File: src/rtl/eth_csr_axil_master.sv
// eth_csr_axil_master: AXI4-Lite initiator driving the Ethernet CSR slave from a
// valid/ready command/response port. Optional watchdog: define ETH_CSR_MASTER_TIMEOUT_EN.
module eth_csr_axil_master #(
  parameter int unsigned         ADDR_WIDTH     = 32,
  parameter int unsigned         DATA_WIDTH     = 32,
  parameter int unsigned         ID_WIDTH       = 4,
  parameter logic [ID_WIDTH-1:0] AXI_ID         = '0,
  parameter int unsigned         TIMEOUT_CYCLES = 1024
) (
  input  logic                    clk,
  input  logic                    rst,
  input  logic                    cmd_valid,
  output logic                    cmd_ready,
  input  logic                    cmd_write,
  input  logic [ADDR_WIDTH-1:0]   cmd_addr,
  input  logic [DATA_WIDTH-1:0]   cmd_wdata,
  input  logic [DATA_WIDTH/8-1:0] cmd_wstrb,
  output logic                    rsp_valid,
  input  logic                    rsp_ready,
  output logic [DATA_WIDTH-1:0]   rsp_rdata,
  output logic [1:0]              rsp_resp,
  output logic                    rsp_timeout,
  output logic [ID_WIDTH-1:0]     m_awid,
  output logic [ADDR_WIDTH-1:0]   m_awaddr,
  output logic [2:0]              m_awprot,
  output logic                    m_awvalid,
  input  logic                    m_awready,
  output logic [DATA_WIDTH-1:0]   m_wdata,
  output logic [DATA_WIDTH/8-1:0] m_wstrb,
  output logic                    m_wvalid,
  input  logic                    m_wready,
  input  logic [ID_WIDTH-1:0]     m_bid,
  input  logic [1:0]              m_bresp,
  input  logic                    m_bvalid,
  output logic                    m_bready,
  output logic [ID_WIDTH-1:0]     m_arid,
  output logic [ADDR_WIDTH-1:0]   m_araddr,
  output logic [2:0]              m_arprot,
  output logic                    m_arvalid,
  input  logic                    m_arready,
  input  logic [ID_WIDTH-1:0]     m_rid,
  input  logic [DATA_WIDTH-1:0]   m_rdata,
  input  logic [1:0]              m_rresp,
  input  logic                    m_rvalid,
  output logic                    m_rready
);

  localparam int unsigned STRB_WIDTH = DATA_WIDTH / 8;

  typedef enum logic [2:0] {
    IDLE,
    WR,
    WR_B,
    RD_A,
    RD_R,
    RSP
`ifdef ETH_CSR_MASTER_TIMEOUT_EN
    , DRAIN
`endif
  } state_t;

  state_t                  state_q, state_d;
  logic                    cmd_ready_q, cmd_ready_d;
  logic                    awvalid_q, awvalid_d;
  logic                    wvalid_q, wvalid_d;
  logic                    arvalid_q, arvalid_d;
  logic                    bready_q, bready_d;
  logic                    rready_q, rready_d;
  logic [ADDR_WIDTH-1:0]   addr_q, addr_d;
  logic [DATA_WIDTH-1:0]   wdata_q, wdata_d;
  logic [STRB_WIDTH-1:0]   wstrb_q, wstrb_d;
  logic                    rsp_valid_q, rsp_valid_d;
  logic [DATA_WIDTH-1:0]   rsp_rdata_q, rsp_rdata_d;
  logic [1:0]              rsp_resp_q, rsp_resp_d;

  // IDs are fixed, so returned IDs carry no information.
  logic unused_ids;
  assign unused_ids = ^{m_bid, m_rid};

`ifdef ETH_CSR_MASTER_TIMEOUT_EN
  localparam int unsigned CNT_W = $clog2(TIMEOUT_CYCLES + 1);

  logic [CNT_W-1:0] cnt_q, cnt_d;
  logic             rsp_timeout_q, rsp_timeout_d;
  logic             drain_q, drain_d;
  logic             wr_q, wr_d;
`endif

  always_comb begin
    state_d     = state_q;
    cmd_ready_d = cmd_ready_q;
    awvalid_d   = awvalid_q;
    wvalid_d    = wvalid_q;
    arvalid_d   = arvalid_q;
    bready_d    = bready_q;
    rready_d    = rready_q;
    addr_d      = addr_q;
    wdata_d     = wdata_q;
    wstrb_d     = wstrb_q;
    rsp_valid_d = rsp_valid_q;
    rsp_rdata_d = rsp_rdata_q;
    rsp_resp_d  = rsp_resp_q;
`ifdef ETH_CSR_MASTER_TIMEOUT_EN
    cnt_d         = cnt_q;
    rsp_timeout_d = rsp_timeout_q;
    drain_d       = drain_q;
    wr_d          = wr_q;

    // After a timeout the abandoned transaction keeps running in the background
    // (through RSP and DRAIN) so every valid still completes its handshake.
    if ((state_q == RSP || state_q == DRAIN) && drain_q) begin
      if (awvalid_q && m_awready) awvalid_d = 1'b0;
      if (wvalid_q && m_wready)   wvalid_d  = 1'b0;
      if (arvalid_q && m_arready) arvalid_d = 1'b0;
      if (wr_q) begin
        if (!awvalid_d && !wvalid_d) bready_d = 1'b1;
        if (bready_q && m_bvalid) begin
          bready_d = 1'b0;
          drain_d  = 1'b0;
        end
      end else begin
        if (!arvalid_d) rready_d = 1'b1;
        if (rready_q && m_rvalid) begin
          rready_d = 1'b0;
          drain_d  = 1'b0;
        end
      end
    end
`endif

    case (state_q)
      IDLE: begin
        if (cmd_valid && cmd_ready_q) begin
          cmd_ready_d = 1'b0;
          addr_d      = cmd_addr;
          wdata_d     = cmd_wdata;
          wstrb_d     = cmd_wstrb;
`ifdef ETH_CSR_MASTER_TIMEOUT_EN
          wr_d        = cmd_write;
`endif
          if (cmd_write) begin
            awvalid_d = 1'b1;
            wvalid_d  = 1'b1;
            state_d   = WR;
          end else begin
            arvalid_d = 1'b1;
            state_d   = RD_A;
          end
        end
      end
      WR: begin
        if (awvalid_q && m_awready) awvalid_d = 1'b0;
        if (wvalid_q && m_wready)   wvalid_d  = 1'b0;
        if (!awvalid_d && !wvalid_d) begin
          bready_d = 1'b1;
          state_d  = WR_B;
        end
      end
      WR_B: begin
        if (m_bvalid) begin
          bready_d    = 1'b0;
          rsp_resp_d  = m_bresp;
          rsp_rdata_d = '0;
          rsp_valid_d = 1'b1;
          state_d     = RSP;
        end
      end
      RD_A: begin
        if (m_arready) begin
          arvalid_d = 1'b0;
          rready_d  = 1'b1;
          state_d   = RD_R;
        end
      end
      RD_R: begin
        if (m_rvalid) begin
          rready_d    = 1'b0;
          rsp_rdata_d = m_rdata;
          rsp_resp_d  = m_rresp;
          rsp_valid_d = 1'b1;
          state_d     = RSP;
        end
      end
      RSP: begin
        if (rsp_ready) begin
          rsp_valid_d = 1'b0;
`ifdef ETH_CSR_MASTER_TIMEOUT_EN
          rsp_timeout_d = 1'b0;
          if (drain_d) begin
            state_d = DRAIN;
          end else begin
            cmd_ready_d = 1'b1;
            state_d     = IDLE;
          end
`else
          cmd_ready_d = 1'b1;
          state_d     = IDLE;
`endif
        end
      end
`ifdef ETH_CSR_MASTER_TIMEOUT_EN
      DRAIN: begin
        if (!drain_d) begin
          cmd_ready_d = 1'b1;
          state_d     = IDLE;
        end
      end
`endif
      default: state_d = IDLE;
    endcase

`ifdef ETH_CSR_MASTER_TIMEOUT_EN
    // The counter restarts on every phase change; expiry overrides a stalled phase.
    if (state_q == WR || state_q == WR_B || state_q == RD_A || state_q == RD_R) begin
      if (state_d != state_q) begin
        cnt_d = '0;
      end else if (cnt_q == CNT_W'(TIMEOUT_CYCLES - 1)) begin
        cnt_d         = '0;
        state_d       = RSP;
        rsp_valid_d   = 1'b1;
        rsp_resp_d    = 2'b10;
        rsp_rdata_d   = '0;
        rsp_timeout_d = 1'b1;
        drain_d       = 1'b1;
      end else begin
        cnt_d = cnt_q + CNT_W'(1);
      end
    end else begin
      cnt_d = '0;
    end
`endif
  end

  always_ff @(posedge clk or negedge rst) begin
    if (!rst) begin
      state_q     <= IDLE;
      cmd_ready_q <= 1'b1;
      awvalid_q   <= 1'b0;
      wvalid_q    <= 1'b0;
      arvalid_q   <= 1'b0;
      bready_q    <= 1'b0;
      rready_q    <= 1'b0;
      addr_q      <= '0;
      wdata_q     <= '0;
      wstrb_q     <= '0;
      rsp_valid_q <= 1'b0;
      rsp_rdata_q <= '0;
      rsp_resp_q  <= '0;
    end else begin
      state_q     <= state_d;
      cmd_ready_q <= cmd_ready_d;
      awvalid_q   <= awvalid_d;
      wvalid_q    <= wvalid_d;
      arvalid_q   <= arvalid_d;
      bready_q    <= bready_d;
      rready_q    <= rready_d;
      addr_q      <= addr_d;
      wdata_q     <= wdata_d;
      wstrb_q     <= wstrb_d;
      rsp_valid_q <= rsp_valid_d;
      rsp_rdata_q <= rsp_rdata_d;
      rsp_resp_q  <= rsp_resp_d;
    end
  end

`ifdef ETH_CSR_MASTER_TIMEOUT_EN
  always_ff @(posedge clk or negedge rst) begin
    if (!rst) begin
      cnt_q         <= '0;
      rsp_timeout_q <= 1'b0;
      drain_q       <= 1'b0;
      wr_q          <= 1'b0;
    end else begin
      cnt_q         <= cnt_d;
      rsp_timeout_q <= rsp_timeout_d;
      drain_q       <= drain_d;
      wr_q          <= wr_d;
    end
  end

  assign rsp_timeout = rsp_timeout_q;
`else
  assign rsp_timeout = 1'b0;
`endif

  assign cmd_ready = cmd_ready_q;
  assign rsp_valid = rsp_valid_q;
  assign rsp_rdata = rsp_rdata_q;
  assign rsp_resp  = rsp_resp_q;
  assign m_awid    = AXI_ID;
  assign m_awaddr  = addr_q;
  assign m_awprot  = 3'b000;
  assign m_awvalid = awvalid_q;
  assign m_wdata   = wdata_q;
  assign m_wstrb   = wstrb_q;
  assign m_wvalid  = wvalid_q;
  assign m_bready  = bready_q;
  assign m_arid    = AXI_ID;
  assign m_araddr  = addr_q;
  assign m_arprot  = 3'b000;
  assign m_arvalid = arvalid_q;
  assign m_rready  = rready_q;

endmodule

File: config.mk
export PLATFORM = sky130hd
export DESIGN_NAME = eth_csr_axil_master
export DESIGN_NICKNAME = d
export VERILOG_FILES = /design/src/rtl/eth_csr_axil_master.sv
export SDC_FILE = /design/constraint.sdc
export NUM_CORES = 1
export LEC_CHECK = 0
export ABC_AREA = 1
export BUFFER_PORTS_ARGS = -buffer_cell sky130_fd_sc_hd__buf_2
export CORE_ASPECT_RATIO = 0.7
export CORE_MARGIN = 2
export CORE_UTILIZATION = 30
export CTS_CLUSTER_DIAMETER = 200
export DETAILED_ROUTE_END_ITERATION = 10
export GPL_TIMING_DRIVEN = 0
export SKIP_LAST_GASP = 1
export SYNTH_ARGS = -nofsm -noshare
export SYNTH_HDL_FRONTEND = slang
export SYNTH_SLANG_ARGS = --single-unit
File: constraint.sdc
create_clock -name clk -period 1.5 [get_ports clk]
set_input_delay 0.225 -clock clk [delete_from_list [all_inputs] [get_ports clk]]
set_output_delay 0.225 -clock clk [all_outputs]
set_load 0.03 [all_outputs]
==> results of run 1 <==
-- layout by cell type, fill, tap and decap left out, types with 3 or more instances in the layout --
cell type	n
nand2_1	293
buf_2	256
dfrtp_1	110
buf_4	68
o21ai_0	20
inv_1	16
conb_1	15
clkbuf_16	10
buf_6	9
o21ai_2	8
a21oi_1	8
nor2_1	7
nand3_1	7
o21ai_1	7
nand2_4	6
nand2_2	5
buf_8	4
nor2_4	3
-- stage by stage --
step	utilization	setup slack [ns]	setup TNS, ns	cell area, µm²	hold WS (ns)
CTS	0.430	0.00143	0	6970	0.0615
floorplan	-	0.0652	0	5000	-0.0706
detailed placement	0.406	-0.179	-8.43	6580	0.234
global route	0.443	-0.0611	-0.601	7180	0.0632
finish	0.443	0.0194	0	7180	0.0786
global placement	0.404	-1.23	-142.64	6550	0.425
-- routing by layer --
layer	up-vias	wire length [µm]	global-route usage
met5	-	0	0
met4	0	100	0.0297
met3	8	1140	0.0444
met2	165	6400	0.247
met1	2049	6580	0.223
li1	2291	-	-
-- layout make-up --
type	instances	area share
Clock buffer	10	0.0333
Multi-Input combinational cell	386	0.233
Inverter	20	0.0113
Sequential cell	112	0.391
Clock inverter	5	0.00575
Buffer	72	0.0847
Timing Repair Buffer	271	0.203
Tap cell	225	0.0392
-- flip-flops by register name, indices dropped and copies added (netlist names), 2 cells and up --
name and count:
rsp_rdata 32, m_wstrb 4, state_q 3, m_wdata 32
m_araddr 32, rsp_resp 2
-- logic make-up (layout without fill, tap and decap cells) --
logic type,after synthesis,count (layout),synth area share
and+or+nand+nor,327,327,0.261
DFF,112,112,0.567
buffers and inverters,94,378,0.123
AOI/OAI and AO/OA,44,44,0.0486
other,1,15,0.000759
-- final timing paths --
check,start,to,slack (ns),cells past startpoint
max,state_q[2]$_DFFE_PN0P_,rsp_rdata[30]$_DFFE_PN0P_,0.02,9
min,cmd_wdata[12],m_wdata[12]$_DFFE_PN0P_,0.08,3
max reg2reg,state_q[2]$_DFFE_PN0P_,rsp_rdata[30]$_DFFE_PN0P_,0.02,9
min reg2reg,m_wdata[24]$_DFFE_PN0P_,m_wdata[24]$_DFFE_PN0P_,0.47,2
max in group asynchronous,rst,cmd_ready$_DFFE_PN1P_,0.37,3
min in group asynchronous,rst,m_arvalid$_DFFE_PN0P_,0.42,2
-- worst min-delay path, cell delays in order --
cell	delay [ns]
buf_2	0.07
nand2_1	0.04
nand2_1	0.05
-- timing repair --
action                                  CTS  global route
endpoints found under the hold margin    56             0
pin swaps                                 4             6
gates resized for setup                  13            63
endpoints found under the setup margin  101            96
buffers inserted                          7             6
cloned                                    1             1
hold buffers                              1             0
-- report_power, final --
| part | total (µW) | switching [µW] | internal [µW] | leakage (µW) |
|---|---|---|---|---|
| Combinational | 10300 | 6820 | 3480 | 0.00263 |
| Sequential | 5310 | 897 | 4410 | 0.00142 |
| Clock | 2320 | 1130 | 1180 | 0.000137 |
| Total | 17900 | 8850 | 9070 | 0.00419 |
==> out/summary.md, run 1 <==
The design draws 17900 µW. Measured along the x axis, the die boundary spans 157 µm. STA classifies the critical path endpoint as a flop. Count of final max-slew check failures: 0. The post-route fraction of the period consumed by the critical path is 0.987.

The total DRC errors in the routed layout was 0. For this run, the number of standard cells in the final layout without fillers is 1101. The number of flip-flops and latches in the synthesized netlist came out at 112. For the global-route usage over all layers, the log shows 0.159. After legalization and detailed placement, the total HPWL measured 10800 µm. The layout-stage area growth over the synthesis result works out to 45.3%. Average wire per standard cell: 12.9 µm. Worst clock skew: 0.00872 ns. Data on the critical path arrives at its endpoint at 1.71 ns. In this run the power density over the cells is 2500 mW/mm². The most used flip-flop cell after synthesis is dfrtp_1. Entering global routing, the biggest net connects 58 pins. The most common cell in the synthesized netlist is nand2_1. After detailed routing, the number of vias per cell comes to 4.10.

The number of unique standard cell types used by synthesis is 24. For this run, the detailed router's first-pass iteration total came to 4. The initial cell density of the core is 0.305.

Final estimated routing congestion in global placement: 0.828. The minimum period implied by the final worst setup slack is 1.48 ns, and the count of placed standard cells including taps is 1072. By count the netlist is led by nand2_1 (302), dfrtp_1 (111), buf_4 (50). The detailed router placed 4513 vias in this run. For the area of combinational cells with multiple inputs, the log shows 0.00167 mm². The total overflow left after global routing is 0. The setup path with the least slack is of type reg -> reg. Yosys printed 0 warnings. Clock latency on the worst-skew pair, taken at its later pin, is 0.34 ns. dfrtp_1 takes more of the synthesized area than any other cell. The proportion of register bits with asynchronous set or reset after synthesis was 1.00.

Cell with the largest stage delay on the worst path: dfrtp_1. The signal on the critical path passes through buf_6 > nor2_8 > nand2_4 > nand2_4 > nand3_4 > buf_6 > buf_8 > nand2_2 > o21ai_2. The critical path's top delay family is simple AND/OR/NAND/NOR gates. The H-tree was split into 3 levels. In this run the remaining antenna-violating nets after routing total 0.

Initial antenna violation count: 0. Across the run, the number of max-cap violations was 0. Setup violations remaining at the end of the flow were counted as 0. The max-slew headroom at the worst pin was 0.637; the iteration-0 DRC count of the detailed router was 190. 0 antenna diodes ended up in the layout. The total count of hold-check failures in the final report was 0; the maximum achievable frequency was 675 MHz.

The count of buffers inserted at the top-level ports came out at 254. Yosys attributes the largest share of cell area to dfrtp_1 (56%), nand2_1 (23%), buf_4 (7.6%). The clock buffer count from CTS was 9. For the cell row count, the log shows 39. The logs give 0.567 for the sequential element share of the synthesized area and 1681 for the fill cell total of the finished layout. In this run, synthesis inferred 0 flip-flops with an integrated enable. After clock tree synthesis, the clock-pin slew on the worst setup and hold paths is 0.08 ns. TritonCTS built the clock tree. The tools report the clock root buffer master as clkbuf_16. The logs give 2 for the maximum clock path buffer count and 0.00494 mm² for the cell area after synthesis. The net total in the final layout is 994, and the slew of the pin with the lowest slew margin is 0.545 ns. The critical path's largest stage delay was 0.38 ns.

The path class of the tightest hold or removal check is in -> reg. The die area was 0.0175 mm². STA puts the critical path data required time at 1.73 ns. Each instance of the synthesized netlist takes up on average 8.55 µm². Across the whole layout, storage elements account for 0.00281 mm².

The total buffers and inverters traversed by the critical path was 3; the worst IR drop on VDD was 897 µV. The routed design has 14200 µm of wire. The flow ran to the end, and the final reports show no timing, DRC or antenna violations.

The portion of synthesized cell area occupied by the leading cell type was 0.562; the ratio of cells with drive above 1 in the final layout was 0.443. STA classifies the critical path startpoint as a flop. Summed over all cells, the static leakage comes to 0.00419 µW. During I/O placement, the number of pins put on the boundary was 278. Setup repair after global routing could not meet its margin everywhere. The clock drives 112 sinks.

Die extent in y: 111 µm. The placeable core region is 0.0162 mm², and the maximum fanout along the worst path is 8. The tools report the global-route wire length before repair as 22200 µm. The cell count after synthesis is 578, and the via count of the first global-routing pass is 4294.
Note: power is estimated with default switching activity, not from simulation.
==> inputs of run 2 (changes only) <==
--- a/config.mk
+++ b/config.mk
@@ -13,6 +13,7 @@
 export CTS_CLUSTER_DIAMETER = 200
 export DETAILED_ROUTE_END_ITERATION = 10
 export GPL_TIMING_DRIVEN = 0
+export SETUP_SLACK_MARGIN = 0.05
 export SKIP_LAST_GASP = 1
 export SYNTH_ARGS = -nofsm -noshare
 export SYNTH_HDL_FRONTEND = slang
==> out/summary.md, run 2 (same netlist as run 1, synthesis figures left out) <==
Via count of the first global-routing pass: 4323. The worst setup path is launched from a flop. For the final database, setup skew stands at 0.0102 ns. The final wirelength is 14300 µm. The worst setup path is captured at a flop. The tools report the worst min-delay path endpoint as m_wdata[3]$_DFFE_PN0P_. The cell area power density is 2490 mW/mm². CTS placed an instance of clkbuf_16 at the clock tree root.

Setup repair after global routing could not meet its margin everywhere. The iteration-0 DRC count of the detailed router was 178; the slew of the pin with the lowest slew margin was 0.543 ns. The clock buffer count from CTS is 9, and the die extent in y is 111 µm. Clock latency on the worst-skew pair, taken at its later pin, is 0.34 ns.

The boundary pin count came out at 278. The total overflow left after global routing is 0. In this run, placement finished with an instance count of 1072.

The number of cells on the worst reg-to-reg path is 10. The tools report the number of nets with antenna violations after routing as 0. Derived from the worst setup path, the maximum achievable clock frequency is 664 MHz. The total DRC errors in the routed layout was 0; the average wire per standard cell was 12.9 µm. The initial cell density of the core was 0.305; the total count of hold-check failures in the final report was 0. The tools report the register-to-register path setup slack as -0.005 ns. The signal on the critical path passes through buf_6 > nor2_8 > nand2_4 > nor2_4 > buf_12 > inv_8 > buf_8 > buf_8 > nand2_2 > nand2_2.

The ratio of cells with drive above 1 in the final layout was 0.462. After routing, the total negative slack on setup checks comes to -0.00843 ns. Via count of the routed design: 4563. The worst setup path is of the reg -> reg kind. Data on the critical path is required at its endpoint by 1.73 ns.

Once placement finished, the instance area stood at 0.00658 mm². Subtracting the final worst setup slack from the clock period gives 1.51 ns. The number of H-tree levels is 3. The floorplan step defined a die boundary enclosing 0.0175 mm².

The tool flagged a number of max-cap violations equal to 0. The clock passes through at most 2 buffers. In the routed layout, each cell is associated on average with a via count of 4.12. The tools report the design area as 0.00729 mm².

The data arrival at the endpoint of the critical path was 1.74 ns; the final estimated routing congestion in global placement was 0.828. In the layout the commonest cells are nand2_1 (277), buf_2 (260), dfrtp_1 (111). The worst slack at placement came out at -0.179 ns. The tightest min-delay check is of the in -> reg type.

The flow ran to the end, but the final reports show violations. TritonCTS built the clock tree. Clock-pin slew was measured on the worst setup and hold paths at 0.08 ns. The post-route fraction of the period consumed by the critical path is 1.00, and the static leakage is 0.00423 µW. The first detailed-routing pass took 4 iterations.

The checks that failed: setup timing. The layout-stage area growth over the synthesis result is 47.5%, and the setup slack of the critical path after layout is -0.00501 ns. The non-filler instance count after layout is 1108, and the number of cells on the worst hold path is 3. VDD sags by at most 897 µV. The library cell used most frequently in the layout, excluding fill and tap cells, is nand2_1. The count of final max-slew check failures was 0; the global-route usage over all layers was 0.159.

The core region is 0.0162 mm². Of all nets on the critical path, the largest fanout is 7. In this run the critical register-to-register path is captured at m_araddr[21]$_DFFE_PN0P_. The clock drives 112 sinks. In this run the core area contains 39 standard-cell rows. The cell with the largest stage delay on the worst path is dfrtp_1. The tools report the initial antenna violation count as 0. During placement, the flow inserted port buffers numbering 254.

The tools report the origin of the worst min-delay path as cmd_wdata[3]. The first global-routing pass estimated 22300 µm of wire. The tools report the max-slew headroom at the worst pin as 0.638. The critical path's largest stage delay was 0.37 ns; the net total in the final layout was 1001. Maximum number of pins on one net before global-route repair: 58. The overall die width is 157 µm, and the final standard cell utilization of the core is 0.450. Setup violations remaining at the end of the flow were counted as 2. The startpoint identified for the worst register-to-register timing path is state_q[2]$_DFFE_PN0P_. The detailed placement HPWL was 10800 µm; the number of diodes added for antenna fixing was 0.
-- run 2: through the flow --
stage,hold slack (ns),power [µW]
6_report,0.0771,18100
2_1_floorplan,-0.0706,12000
3_5_place_dp,0.234,14900
5_1_grt,0.0632,19400
4_1_cts,0.0615,17700
3_3_place_gp,0.425,14800
-- run 2: worst max-delay path by stage --
stage,end,start,depth (start not counted),slack (ns)
2_1_floorplan,state_q[1]$_DFFE_PN0P_,cmd_ready$_DFFE_PN1P_,7,0.07
3_3_place_gp,m_araddr[14]$_DFFE_PN0P_,rst,1,-1.23
3_5_place_dp,m_araddr[25]$_DFFE_PN0P_,state_q[2]$_DFFE_PN0P_,9,-0.18
4_1_cts,rsp_rdata[30]$_DFFE_PN0P_,state_q[0]$_DFFE_PN0P_,9,-0.001
5_1_grt,rsp_rdata[30]$_DFFE_PN0P_,state_q[1]$_DFFE_PN0P_,9,-0.07
6_report,m_araddr[21]$_DFFE_PN0P_,state_q[2]$_DFFE_PN0P_,10,-0.005
-- run 2: power breakdown --
part           switching, µW  leakage, µW  internal (µW)  total [µW]
combinational           6910      0.00266           3620       10500
clock                   1130     0.000137           1180        2310
sequential               886      0.00143           4410        5300
total                   8930      0.00423           9220       18100
-- run 2: repair_timing --
item                                   CTS  global route
setup endpoints to repair              106           108
endpoints found under the hold margin   56             0
pin swaps                                5            14
cloned                                   1             2
hold buffers                             1             0
gates resized for setup                 24            58
buffers inserted                         9             8
-- run 2: cell type report --
cell class                      count  area, µm²
Buffer                             74        612
Clock buffer                       10        239
Clock inverter                      5       41.3
Fill cell                        1664       8910
Inverter                           20       86.3
Multi-Input combinational cell    386       1700
Sequential cell                   112       2800
Tap cell                          225        282
Timing Repair Buffer              276       1520
-- run 2: metal layers --
layer  GRT usage  routed length (µm)  up-vias
met5           0                   0        -
met4      0.0297                 132        0
met3      0.0444                1160       11
met2       0.249                6410      160
met1       0.223                6600     2080
li1            -                   -     2312
-- run 2: critical path: cells and delay by family (launching register included) --
kind | cells | cell delay, ns
AND/OR/NAND/NOR | 5 | 0.43
buffers and inverters | 5 | 0.59
flip-flops | 1 | 0.37
==> inputs of run 3 (changes only) <==
--- a/config.mk
+++ b/config.mk
@@ -5,7 +5,7 @@
 export SDC_FILE = /design/constraint.sdc
 export NUM_CORES = 1
 export LEC_CHECK = 0
-export ABC_AREA = 1
+export ABC_AREA = 0
 export BUFFER_PORTS_ARGS = -buffer_cell sky130_fd_sc_hd__buf_2
 export CORE_ASPECT_RATIO = 0.7
 export CORE_MARGIN = 2
==> out/summary.md, run 3 <==
The number of enable-type register cells in the synthesized netlist is 0. For the initial antenna violation count, the log shows 0. Traced cell by cell, the critical path runs through or2_4 > nor3_4 > buf_6 > buf_8 > buf_12 > buf_16 > mux2_4. Leaving out fill and tap cells, the most frequent cells in the layout are buf_2 (253), dfrtp_1 (111), buf_4 (64).

Buffers inserted during clock tree synthesis total 9. The average via count per standard cell was 4.23. The checks that failed: setup timing. The ratio of cells with drive above 1 in the final layout was 0.638; the slew of the pin with the lowest slew margin was 0.638 ns. Together, buffers and inverters on the worst path number 4. By area the synthesized netlist is led by dfrtp_1 (56%), mux2_2 (12%), buf_4 (8.2%). Most frequently used cell type in the post-synthesis netlist: dfrtp_1. The number of antenna diodes in the final layout is 0. The routed design uses 1060 µm of met3 wire. Synthesis handed over a netlist of 395 instances.

Setup slack of the critical path after layout: -0.266 ns. The worst register-to-register path begins at state_q[0]$_DFFE_PN0P_. Critical path's top delay family: buffers and inverters.

The cell area power density is 2440 mW/mm², and the internal power summed over all cells is 10600 µW. Across the VDD grid, the largest voltage drop is 1070 µV. The run gives 0.0107 ns as the worst clock skew.

The worst setup path is launched from a flop. The total area inside the core boundary comes to 0.0162 mm². The count of placed standard cells including taps is 889. The largest single stage delay on the critical path is 0.40 ns. Setup total negative slack on the finished layout was measured at -17.67 ns.

STA classifies the critical path endpoint as a flop. The portion of synthesized cell area occupied by the leading cell type is 0.558. For the global-route usage over all layers, the log shows 0.154. The run finished, with violations left. Max-capacitance violation count: 0. Clock-pin transition on the worst setup and hold timing paths: 0.08 ns. The sequential element share of the synthesized area is 0.564. Setup repair after global routing could not meet its margin everywhere. The detailed router used layers up to and including met4. The final estimated routing congestion in global placement was 0.833; the instance count on the critical path was 7.

The slowest stage of the critical path is the dfrtp_1 cell. The clock root buffer master was clkbuf_16. The max-slew headroom at the worst pin is 0.574. The total of endpoints with negative setup slack in the final report was 106; the proportion of power drawn by combinational gates was 0.579.

The capturing instance or port of the critical path is m_wstrb[1]$_DFFE_PN0P_. In the routed design, unresolved DRC markers number 0. The finished layout holds 945 standard cells, fillers aside. The worst register-to-register path ends at m_wstrb[1]$_DFFE_PN0P_.

In the synthesized netlist, the cells that appear most often are dfrtp_1 (111), buf_4 (54), mux2_2 (52). For the maximum achievable frequency, the log shows 566 MHz. The detail route stage leaves a number of antenna-violating nets equal to 0.

In the final routed layout, each cell accounts on average for 14.8 µm. The logs give 0 for the total count of hold-check failures in the final report and 1.74 ns for the worst path required time. The first global-routing pass estimated 21300 µm of wire. For the power dissipated by switching net loads, the log shows 8470 µW. The logs give 0.00780 mm² for the design area and 837 for the net total in the final layout.

Summing every instance area after synthesis gives 0.00497 mm². In this run, synthesis produced a sequential element count of 112. Across all hold checks on the routed design, the worst slack comes to 0.0950 ns.

The maximum fanout along the worst path is 5. Yosys mapped the design onto 37 distinct sky130hd cell types. Initial cell density of the core: 0.306. The post-route fraction of the period consumed by the critical path was 1.18.

The total length of routed met2 wires came out at 7120 µm. The tools report the count of final max-slew check failures as 0. The tools report the relative contribution of sequential cells to total power as 0.279. The fraction of power spent switching nets was 0.444. The run gives 0.141 as the relative contribution of the clock network to total power. The proportion of register bits with asynchronous set or reset after synthesis is 1.00, and the data arrival at the endpoint of the critical path is 2.00 ns. The type of the setup path with the least slack was reg -> reg.

TritonCTS built the clock tree. For this run, the leading register cell type out of synthesis is dfrtp_1. The via count of the first global-routing pass was 4154. The type of the tightest min-delay check was in -> reg.

The minimum period implied by the final worst setup slack was 1.77 ns. Summed over all nets, the half-perimeter wirelength after detailed placement is 10100 µm. The total clock sinks is 112, and the via count of the routed design is 4000. Measured along the x axis, the die boundary spans 158 µm. The count of buffers inserted at the top-level ports is 254, and the synthesized area divided by synthesized cell count is 12.6 µm². The boundary pin count was 278.

For this block, the initial DRC count from the detailed router was 111. The die area is 0.0176 mm², and the number of cells on the worst reg-to-reg path is 7. The clock passes through at most 2 buffers.

For this block, wires on met1 add up to 5650 µm. The logs give 3 for the number of H-tree levels and -0.457 ns for the worst slack at placement. The warning count from the yosys run came out at 0. The source of the critical timing path was state_q[0]$_DFFE_PN0P_. The final wirelength is 14000 µm.

The largest total area in the synthesized netlist belongs to dfrtp_1. The library cell used most frequently in the layout, excluding fill and tap cells, is buf_2. Once placement finished, the instance area stood at 0.00666 mm². The total overflow left after global routing is 0. The logs give 39 for the cell row count and -0.27 ns for the register-to-register path setup slack.

The tools report the static leakage as 0.00398 µW. The startpoint identified for the worst hold timing path is cmd_addr[28]. The run gives 0.35 ns as the clock network latency to the later pin of the worst-skew pair. The die extent in y is 112 µm. For the maximum number of pins on one net before global-route repair, the log shows 68. Relative to the synthesized area, the layout overhead comes to 56.8%. The count of TritonRoute iterations in the first routing pass is 4.
## run 3: changes by cell type after synthesis, moves of 8 or more
cell	delta
mux2i_1	+32
nand3_1	-8
inv_1	+16
buf_2	-13
mux2_2	+52
mux2_1	+20
nand2_1	-263
o21ai_0	-23
## run 3: cells by family after synthesis
family                 synth area share
multiplexers                      0.227
AND/OR/NAND/NOR                  0.0571
AO/OA/AOI/OAI                    0.0294
other                          0.000754
flip-flops                        0.564
buffers and inverters             0.122
## run 3: power by group through the flow
stage                     clock network [µW]  registers (µW)  logic [µW]
after detailed placement                   0            5350        9440
after floorplan                            0            8040        3960
after global routing                    2900            5510       11600
final                                   2690            5320       11000
after global placement                     0            5270        9310
after CTS                               2800            5330       10800
## run 3: routing by layer
layer,track usage,vias to the layer above
li1,-,1897
met1,0.177,1926
met2,0.278,163
met3,0.0432,14
met4,0.0442,0
met5,0,-
## run 3: layout make-up
| class | instances | area, µm² |
|---|---|---|
| Fill cell | 1493 | 8450 |
| Multi-Input combinational cell | 199 | 1790 |
| Inverter | 33 | 124 |
| Sequential cell | 112 | 2800 |
| Tap cell | 225 | 282 |
| Buffer | 63 | 588 |
| Timing Repair Buffer | 297 | 1870 |
| Clock buffer | 9 | 225 |
| Clock inverter | 7 | 111 |
## run 3: through the flow
step,utilization,power [µW]
floorplan,-,12000
global placement,0.408,14600
detailed placement,0.410,14800
CTS,0.471,18900
global route,0.480,20000
finish,0.480,19100
## run 3: what timing repair did
item	4_1_cts	5_1_grt
pin swaps	4	9
hold buffers	1	0
endpoints found under the setup margin	103	112
gates cloned	6	3
setup buffers	32	4
hold endpoints to repair	45	0
resized for setup	65	35
## run 3: worst min-delay path by stage
| stage | endpoint | slack (ns) | cells after the start |
|---|---|---|---|
| 2_1_floorplan | m_araddr[0]$_DFFE_PN0P_ | -0.07 | 0 |
| 3_3_place_gp | m_wdata[1]$_DFFE_PN0P_ | 0.44 | 2 |
| 3_5_place_dp | rsp_valid$_DFFE_PN0P_ | 0.28 | 1 |
| 4_1_cts | m_araddr[25]$_DFFE_PN0P_ | 0.08 | 2 |
| 5_1_grt | m_araddr[25]$_DFFE_PN0P_ | 0.08 | 2 |
| 6_report | m_araddr[28]$_DFFE_PN0P_ | 0.1 | 2 |
